`src/rtl/mul32_vec_if.sv`:
```
// Operand/result handshake bundle between the vector issue stage and the
// mul32 sequencer.
interface mul32_vec_if;
    logic        in_valid;
    logic        in_ready;
    logic [31:0] operand_a;
    logic [31:0] operand_b;
    logic [1:0]  precision;
    logic        out_valid;
    logic        out_ready;
    logic [63:0] result;
    logic        busy;

    modport master (
        output in_valid, operand_a, operand_b, precision, out_ready,
        input  in_ready, out_valid, result, busy
    );

    modport slave (
        input  in_valid, operand_a, operand_b, precision, out_ready,
        output in_ready, out_valid, result, busy
    );
endinterface

```
`src/rtl/mul32_vec_seq_ctrl.sv`:
```
// Sequencer that time-shares one 16-bit lane multiplier to build 4x8, 2x16
// or 1x32 unsigned vector products, plus the multiplier itself.
module multiplier_16bit #(
    parameter int unsigned LATENCY = 1
) (
    input  logic        clk,
    input  logic        rst_n,
    input  logic [15:0] a,
    input  logic [15:0] b,
    input  logic [1:0]  precision,
    output logic [31:0] product
);
    logic [31:0] prod_c;
    logic [31:0] pipe [LATENCY];

    // 00: two independent byte lanes {hi*hi, lo*lo}; otherwise one 16x16
    always_comb begin
        prod_c = 32'(a) * 32'(b);
        if (precision == 2'b00) begin
            prod_c = {16'(16'(a[15:8]) * 16'(b[15:8])),
                      16'(16'(a[7:0])  * 16'(b[7:0]))};
        end
    end

    always_ff @(posedge clk or negedge rst_n) begin
        if (!rst_n) begin
            for (int i = 0; i < int'(LATENCY); i++) pipe[i] <= '0;
        end else begin
            pipe[0] <= prod_c;
            for (int i = 1; i < int'(LATENCY); i++) pipe[i] <= pipe[i-1];
        end
    end

    assign product = pipe[LATENCY-1];
endmodule

module mul32_vec_seq_ctrl #(
    parameter int unsigned MUL_LATENCY = 1
) (
    input  logic         clk,
    input  logic         rst,
    mul32_vec_if.slave   bus
);
    localparam int unsigned PW = 2;

    typedef enum logic [1:0] {IDLE, RUN, DONE} state_t;

    state_t        state, state_nxt;
    logic [31:0]   op_a, op_b;
    logic          wide, lanes8;
    logic [PW-1:0] iss, last_idx;
    logic          iss_en;
    logic          accept, issue;
    logic [15:0]   mul_a, mul_b;
    logic [1:0]    mul_prec;
    logic [31:0]   mul_prod;
    logic [MUL_LATENCY-1:0] pipe_vld;
    logic [PW-1:0] pipe_tag [MUL_LATENCY];
    logic          cap_vld;
    logic [PW-1:0] cap_tag;
    logic [63:0]   cap_term;
    logic [63:0]   acc;
    logic          cap_last;

    multiplier_16bit #(.LATENCY(MUL_LATENCY)) u_mul (
        .clk       (clk),
        .rst_n     (~rst),
        .a         (mul_a),
        .b         (mul_b),
        .precision (mul_prec),
        .product   (mul_prod)
    );

    always_ff @(posedge clk) begin
        if (rst) state <= IDLE;
        else     state <= state_nxt;
    end

    // Next state plus per-pass operand selection
    always_comb begin
        state_nxt = state;
        accept    = 1'b0;
        mul_a     = op_a[15:0];
        mul_b     = op_b[15:0];
        mul_prec  = lanes8 ? 2'b00 : 2'b01;
        unique case (state)
            IDLE: if (bus.in_valid) begin
                accept    = 1'b1;
                state_nxt = RUN;
            end
            RUN:  if (cap_last) state_nxt = DONE;
            DONE: if (bus.out_ready) state_nxt = IDLE;
            default: state_nxt = IDLE;
        endcase
        unique case (iss)
            2'd0: begin mul_a = op_a[15:0];  mul_b = op_b[15:0];  end
            2'd1: begin
                mul_a = wide ? op_a[15:0] : op_a[31:16];
                mul_b = op_b[31:16];
            end
            2'd2: begin mul_a = op_a[31:16]; mul_b = op_b[15:0];  end
            default: begin mul_a = op_a[31:16]; mul_b = op_b[31:16]; end
        endcase
    end

    assign issue    = (state == RUN) && iss_en;
    assign last_idx = wide ? PW'(3) : PW'(1);
    assign cap_vld  = pipe_vld[MUL_LATENCY-1];
    assign cap_tag  = pipe_tag[MUL_LATENCY-1];

    // Partial-product weight for the 32x32 passes: AL*BL, AL*BH, AH*BL, AH*BH
    always_comb begin
        cap_term = 64'(mul_prod);
        if (cap_tag == PW'(3))      cap_term = 64'(mul_prod) << 32;
        else if (cap_tag != PW'(0)) cap_term = 64'(mul_prod) << 16;
    end

    always_ff @(posedge clk) begin
        if (rst) begin
            bus.in_ready  <= 1'b1;
            bus.out_valid <= 1'b0;
            bus.result    <= '0;
            bus.busy      <= 1'b0;
            op_a          <= '0;
            op_b          <= '0;
            wide          <= 1'b0;
            lanes8        <= 1'b0;
            iss           <= '0;
            iss_en        <= 1'b0;
            pipe_vld      <= '0;
            for (int i = 0; i < int'(MUL_LATENCY); i++) pipe_tag[i] <= '0;
            acc           <= '0;
            cap_last      <= 1'b0;
        end else begin
            bus.in_ready  <= (state_nxt == IDLE);
            bus.out_valid <= (state_nxt == DONE);
            bus.busy      <= (state_nxt != IDLE);

            if (accept) begin
                op_a   <= bus.operand_a;
                op_b   <= bus.operand_b;
                wide   <= bus.precision[1];
                lanes8 <= (bus.precision == 2'b00);
                iss    <= '0;
                iss_en <= 1'b1;
            end else if (issue) begin
                iss <= iss + PW'(1);
                if (iss == last_idx) iss_en <= 1'b0;
            end

            // Pass tags travel alongside the multiplier pipeline
            pipe_vld[0] <= issue;
            pipe_tag[0] <= iss;
            for (int i = 1; i < int'(MUL_LATENCY); i++) begin
                pipe_vld[i] <= pipe_vld[i-1];
                pipe_tag[i] <= pipe_tag[i-1];
            end

            if (accept) begin
                acc <= '0;
            end else if (cap_vld) begin
                if (wide)                 acc         <= acc + cap_term;
                else if (cap_tag[0] == 1'b0) acc[31:0] <= mul_prod;
                else                      acc[63:32]  <= mul_prod;
            end
            cap_last <= cap_vld && (cap_tag == last_idx);

            if ((state == RUN) && cap_last) bus.result <= acc;
        end
    end
endmodule

```
`src/flat_wrapper.sv`:
```
// flat-port wrapper written by rule: the top's interface ports become plain ports
module mul32_vec_seq_ctrl_flat 
#(
    parameter int unsigned MUL_LATENCY = 1
)
  (clk, rst, bus_in_valid, bus_operand_a, bus_operand_b, bus_precision, bus_out_ready, bus_in_ready, bus_out_valid, bus_result, bus_busy);
  mul32_vec_if bus_i ();
  input  logic clk;
  input  logic rst;
  input wire logic [$bits(bus_i.in_valid)-1:0] bus_in_valid;
  input wire logic [$bits(bus_i.operand_a)-1:0] bus_operand_a;
  input wire logic [$bits(bus_i.operand_b)-1:0] bus_operand_b;
  input wire logic [$bits(bus_i.precision)-1:0] bus_precision;
  input wire logic [$bits(bus_i.out_ready)-1:0] bus_out_ready;
  output wire logic [$bits(bus_i.in_ready)-1:0] bus_in_ready;
  output wire logic [$bits(bus_i.out_valid)-1:0] bus_out_valid;
  output wire logic [$bits(bus_i.result)-1:0] bus_result;
  output wire logic [$bits(bus_i.busy)-1:0] bus_busy;
  assign bus_i.in_valid = bus_in_valid;
  assign bus_i.operand_a = bus_operand_a;
  assign bus_i.operand_b = bus_operand_b;
  assign bus_i.precision = bus_precision;
  assign bus_i.out_ready = bus_out_ready;
  assign bus_in_ready = bus_i.in_ready;
  assign bus_out_valid = bus_i.out_valid;
  assign bus_result = bus_i.result;
  assign bus_busy = bus_i.busy;
  mul32_vec_seq_ctrl #(.MUL_LATENCY(MUL_LATENCY)) u_core (.clk(clk), .rst(rst), .bus(bus_i));
endmodule
```
`config.mk`:
```
export PLATFORM = sky130hd
export DESIGN_NAME = mul32_vec_seq_ctrl_flat
export DESIGN_NICKNAME = d
export VERILOG_FILES = /design/src/rtl/mul32_vec_if.sv /design/src/rtl/mul32_vec_seq_ctrl.sv /design/src/flat_wrapper.sv
export SDC_FILE = /design/constraint.sdc
export NUM_CORES = 2
export LEC_CHECK = 0
export BUFFER_PORTS_ARGS = -buffer_cell sky130_fd_sc_hd__buf_2
export CELL_PAD_IN_SITES_DETAIL_PLACEMENT = 1
export CELL_PAD_IN_SITES_GLOBAL_PLACEMENT = 1
export CORE_ASPECT_RATIO = 1.1
export CORE_UTILIZATION = 40
export CTS_CLUSTER_SIZE = 8
export DETAILED_ROUTE_END_ITERATION = 6
export PLACE_DENSITY = 0.67
export SYNTH_ARGS = -nofsm -noshare
export SYNTH_HDL_FRONTEND = slang
export SYNTH_HIERARCHICAL = 1
export SYNTH_SLANG_ARGS = --single-unit
```
`constraint.sdc`:
```
create_clock -name clk -period 8.35 [get_ports clk]
set_input_delay 0.4175 -clock clk [delete_from_list [all_inputs] [get_ports clk]]
set_output_delay 0.4175 -clock clk [all_outputs]
set_load 0.01 [all_outputs]
```
==> results.md <==
* H-tree levels at 2
* Initial antenna violation count at 1
* Detailed Routing Iterations Pass 1 at 5
* CP arrival at 7940 ps
* RSZ-0062 raised after global routing: false
* Final net count at 3665
* Worst reg-to-reg setup slack at 800 ps
* Syn Area/Cell at 8.15 sq um
* #FFs+latches synth at around 240
* Filler Cell Count at 7648
* Min-delay src: bus_operand_b[21]
* Die Wd at between 200 and 250 microns
* Core Rows at 96
* Net switching power figure at 1.08 mW
* Pwr Density at ~120 mW/mm^2
* Die height at approximately 260 microns
* CP Capture Type: register
* DP Cell Count at 3912
* FF-to-FF path depth at 25
* R2R Path Start: u_core/iss[0]
* Die ar. at between 0.06 and 0.07 sq mm
* Grt ovf at 0
* Hold path endpoint: u_core/op_b[21]
* WS Path Type: reg2reg
* Clk buf depth at 3
* Root Driver: clkbuf_16
* Hold Crit Depth at 3
* Rel. slew slack at 0.283
* Placer Congestion at roughly 0.94
* First-pass GRT wire length at 135000 microns
* Total leakage power at 13.3 nW
* Commonest non-fill, non-tap cell in the layout: nand2_1
* Crit. Startpoint: u_core/iss[0]
* Seq/Total Area, Yosys at 0.196
* Internal at 2.26 mW
* Max incr delay on CP at 830 ps
* Cells after Synth at 3083
* Design Area, Final at 0.0274 sq mm
* Kind of start point of the critical path: register
* Fmax at 0.132 GHz
* Setup TNS at 0 ps
* Total core area at approximately 0.062 sq mm
* Initial Utilization at 0.404
* Tcrit/Tclk final at 0.904
* Final min period at 7550 ps
* Remaining DRCs at 0
* Antenna Cells at 0
* Post-route ant nets at 0
* Count of cell types in the netlist at about 80
* DR vias at ~22000
* Vias in the first global route at between 20000 and 25000
* Setup violators final at 0
* Crit Path Max Fanout at 16
* Skew final at 27.2 ps
* Combinational Power Share at 0.204
* Crit path required time at between 8000 and 9000 ps
* Commonest non-fill, non-tap cells in the layout: nand2_1 (533), inv_1 (385), a21oi_1 (300), fa_1 (250), ha_1 (227)
* EDFF count, synth at 0
* Clock sinks at 238
* Post-CTS Resized at 0
* Asr flop ratio synth at 0.134
* # hold bufs at CTS at 0
* Post-CTS Setup Repair Bufs at 0
* Non-filler instance count after layout at 3964
* I/O pin cnt at roughly 140
* Sequential Area at 0.00493 sq mm
* RR Endpoint: u_core/u_mul/product[25]
* Clock latency on the worst-skew pair at 550 ps
* Clk network pwr share at 0.417
* Area after DPL at 0.0264 sq mm
* # port buffers at approximately 140
* Total CTS buffers at 37
* Avg WL per Cell at 21.6 microns
* Post-Syn Area at 0.0251 sq mm
* Max rail drop VDD at about 0.12 mV
* Fin. max-slew vios at 0
* Pin count of the biggest net entering global routing at 76
* DPL Wire Length at 67400 microns
* Drt via density at 5.53
* HP Class: in2reg
* Slew @ Worst Pin at 1070 ps
* Final hold violations at 0
* Total number of yosys warnings at 6
* Share of cells above drive strength 1 at 0.0878
* Area Growth Syn to Fin at 9.14%
* Area of the multi-input gates at 0.0181 sq mm
* Net Sw Frac at 0.324
* Max-Cap Viols at 0
* Slowest CP cell: a22o_1
* Status: completed
* GRT Overall Usage at 0.274
* Main synth FF type: dfxtp_1
* Seq pwr share at 0.379
* CTS tree: yes
* DRT Wirelength at ~86000 microns
* Drt initial violations at 1082
* Clk slew on worst S/H paths at 60 ps
## synthesized netlist by cell type, types with 7 or more instances
cell	instances	area (sq um)
o21a_1	7	52.6
nand4_1	27	169
o211ai_1	18	135
o21ai_0	130	651
a221oi_1	7	61.3
xnor2_1	66	578
a211oi_1	18	135
o22ai_1	8	50.1
nor2_1	94	353
and3_1	31	194
xor2_1	34	298
clkbuf_1	134	503
a21o_1	67	503
or3_1	11	68.8
inv_1	385	1450
buf_2	12	60.1
o31ai_1	7	52.6
a31oi_1	30	188
o21ai_1	19	95.1
fa_1	250	5000
a22o_1	31	272
ha_1	227	2840
and2_1	153	957
o21bai_1	16	120
buf_1	11	41.3
nand2_1	535	2010
nand3_1	30	150
a21oi_1	300	1500
dfrtp_1	32	801
nor3_1	27	135
mux2i_1	28	280
nor2b_1	14	87.6
mux2_2	25	282
dfxtp_1	206	4120
## routing by layer
metal / share of wire / vias up / GRT usage
met3: 0.029 / 174 / 0.0281
met5: 0 / - / 0
met2: 0.51 / 446 / 0.492
met1: 0.42 / 11100 / 0.327
li1: - / 10200 / -
met4: 0.046 / 0 / 0.120
## critical path, delay by kind of cell (launching register included)
kind | cells | cell delay [ps]
adder cells (fa/ha/maj) | 8 | 3620
AO/OA/AOI/OAI | 9 | 2590
buffers and inverters | 6 | 430
flip-flops | 1 | 330
AND/OR/NAND/NOR | 1 | 230
XOR/XNOR | 1 | 180
## flip-flops by register name, summed over array words and instances, names as in the netlist, 2 cells and up
signal	cells
u_core/iss	2
u_core/acc	64
u_core/bus.result	64
u_core/op_a	32
u_core/pipe_tag	2
u_core/u_mul/product	32
u_core/op_b	32
u_core/state	2
## stage by stage
stage               setup WS [ps]  hold slack, ps  utilization  power [mW]
finish                        798             105        0.441        3.34
global route                  288             100        0.441        3.50
CTS                           823            84.3        0.441        3.39
detailed placement            830             444        0.424        1.97
global placement             1060             440        0.424        1.94
floorplan                    1410             433            -        1.71
## how the worst max path moves through the flow
stage                          endpoint  slack [ps]  cells past startpoint
6_report       u_core/u_mul/product[25]         800                     25
5_1_grt        u_core/u_mul/product[25]         290                     25
4_1_cts        u_core/u_mul/product[25]         820                     25
3_5_place_dp   u_core/u_mul/product[25]         830                     25
3_3_place_gp   u_core/u_mul/product[25]        1060                     25
2_1_floorplan  u_core/u_mul/product[25]        1410                     27
## kinds of logic after synthesis
family,count (synthesis),share of synthesized area
buffers and inverters,549,0.0845
AO/OA/AOI/OAI,718,0.179
other,1,0.000149
AND/OR/NAND/NOR,947,0.171
flip-flops,238,0.196
adder cells (fa/ha/maj),477,0.312
multiplexers,53,0.0224
XOR/XNOR,100,0.0348
## power groups by stage
stage               logic [mW]  registers, mW  clock network [mW]
floorplan                0.474           1.23                   0
global placement         0.659           1.29                   0
detailed placement       0.680           1.29                   0
CTS                      0.684           1.26                1.44
global route             0.755           1.27                1.48
finish                   0.684           1.27                1.39
## layout make-up
class / count / area share
Clock buffer: 48 / 0.0371
Clock inverter: 4 / 0.00109
Inverter: 385 / 0.0527
Multi-Input combinational cell: 2297 / 0.660
Sequential cell: 238 / 0.180
Tap cell: 833 / 0.0380
Timing Repair Buffer: 159 / 0.0312
Power figures use the tool's default switching activity.
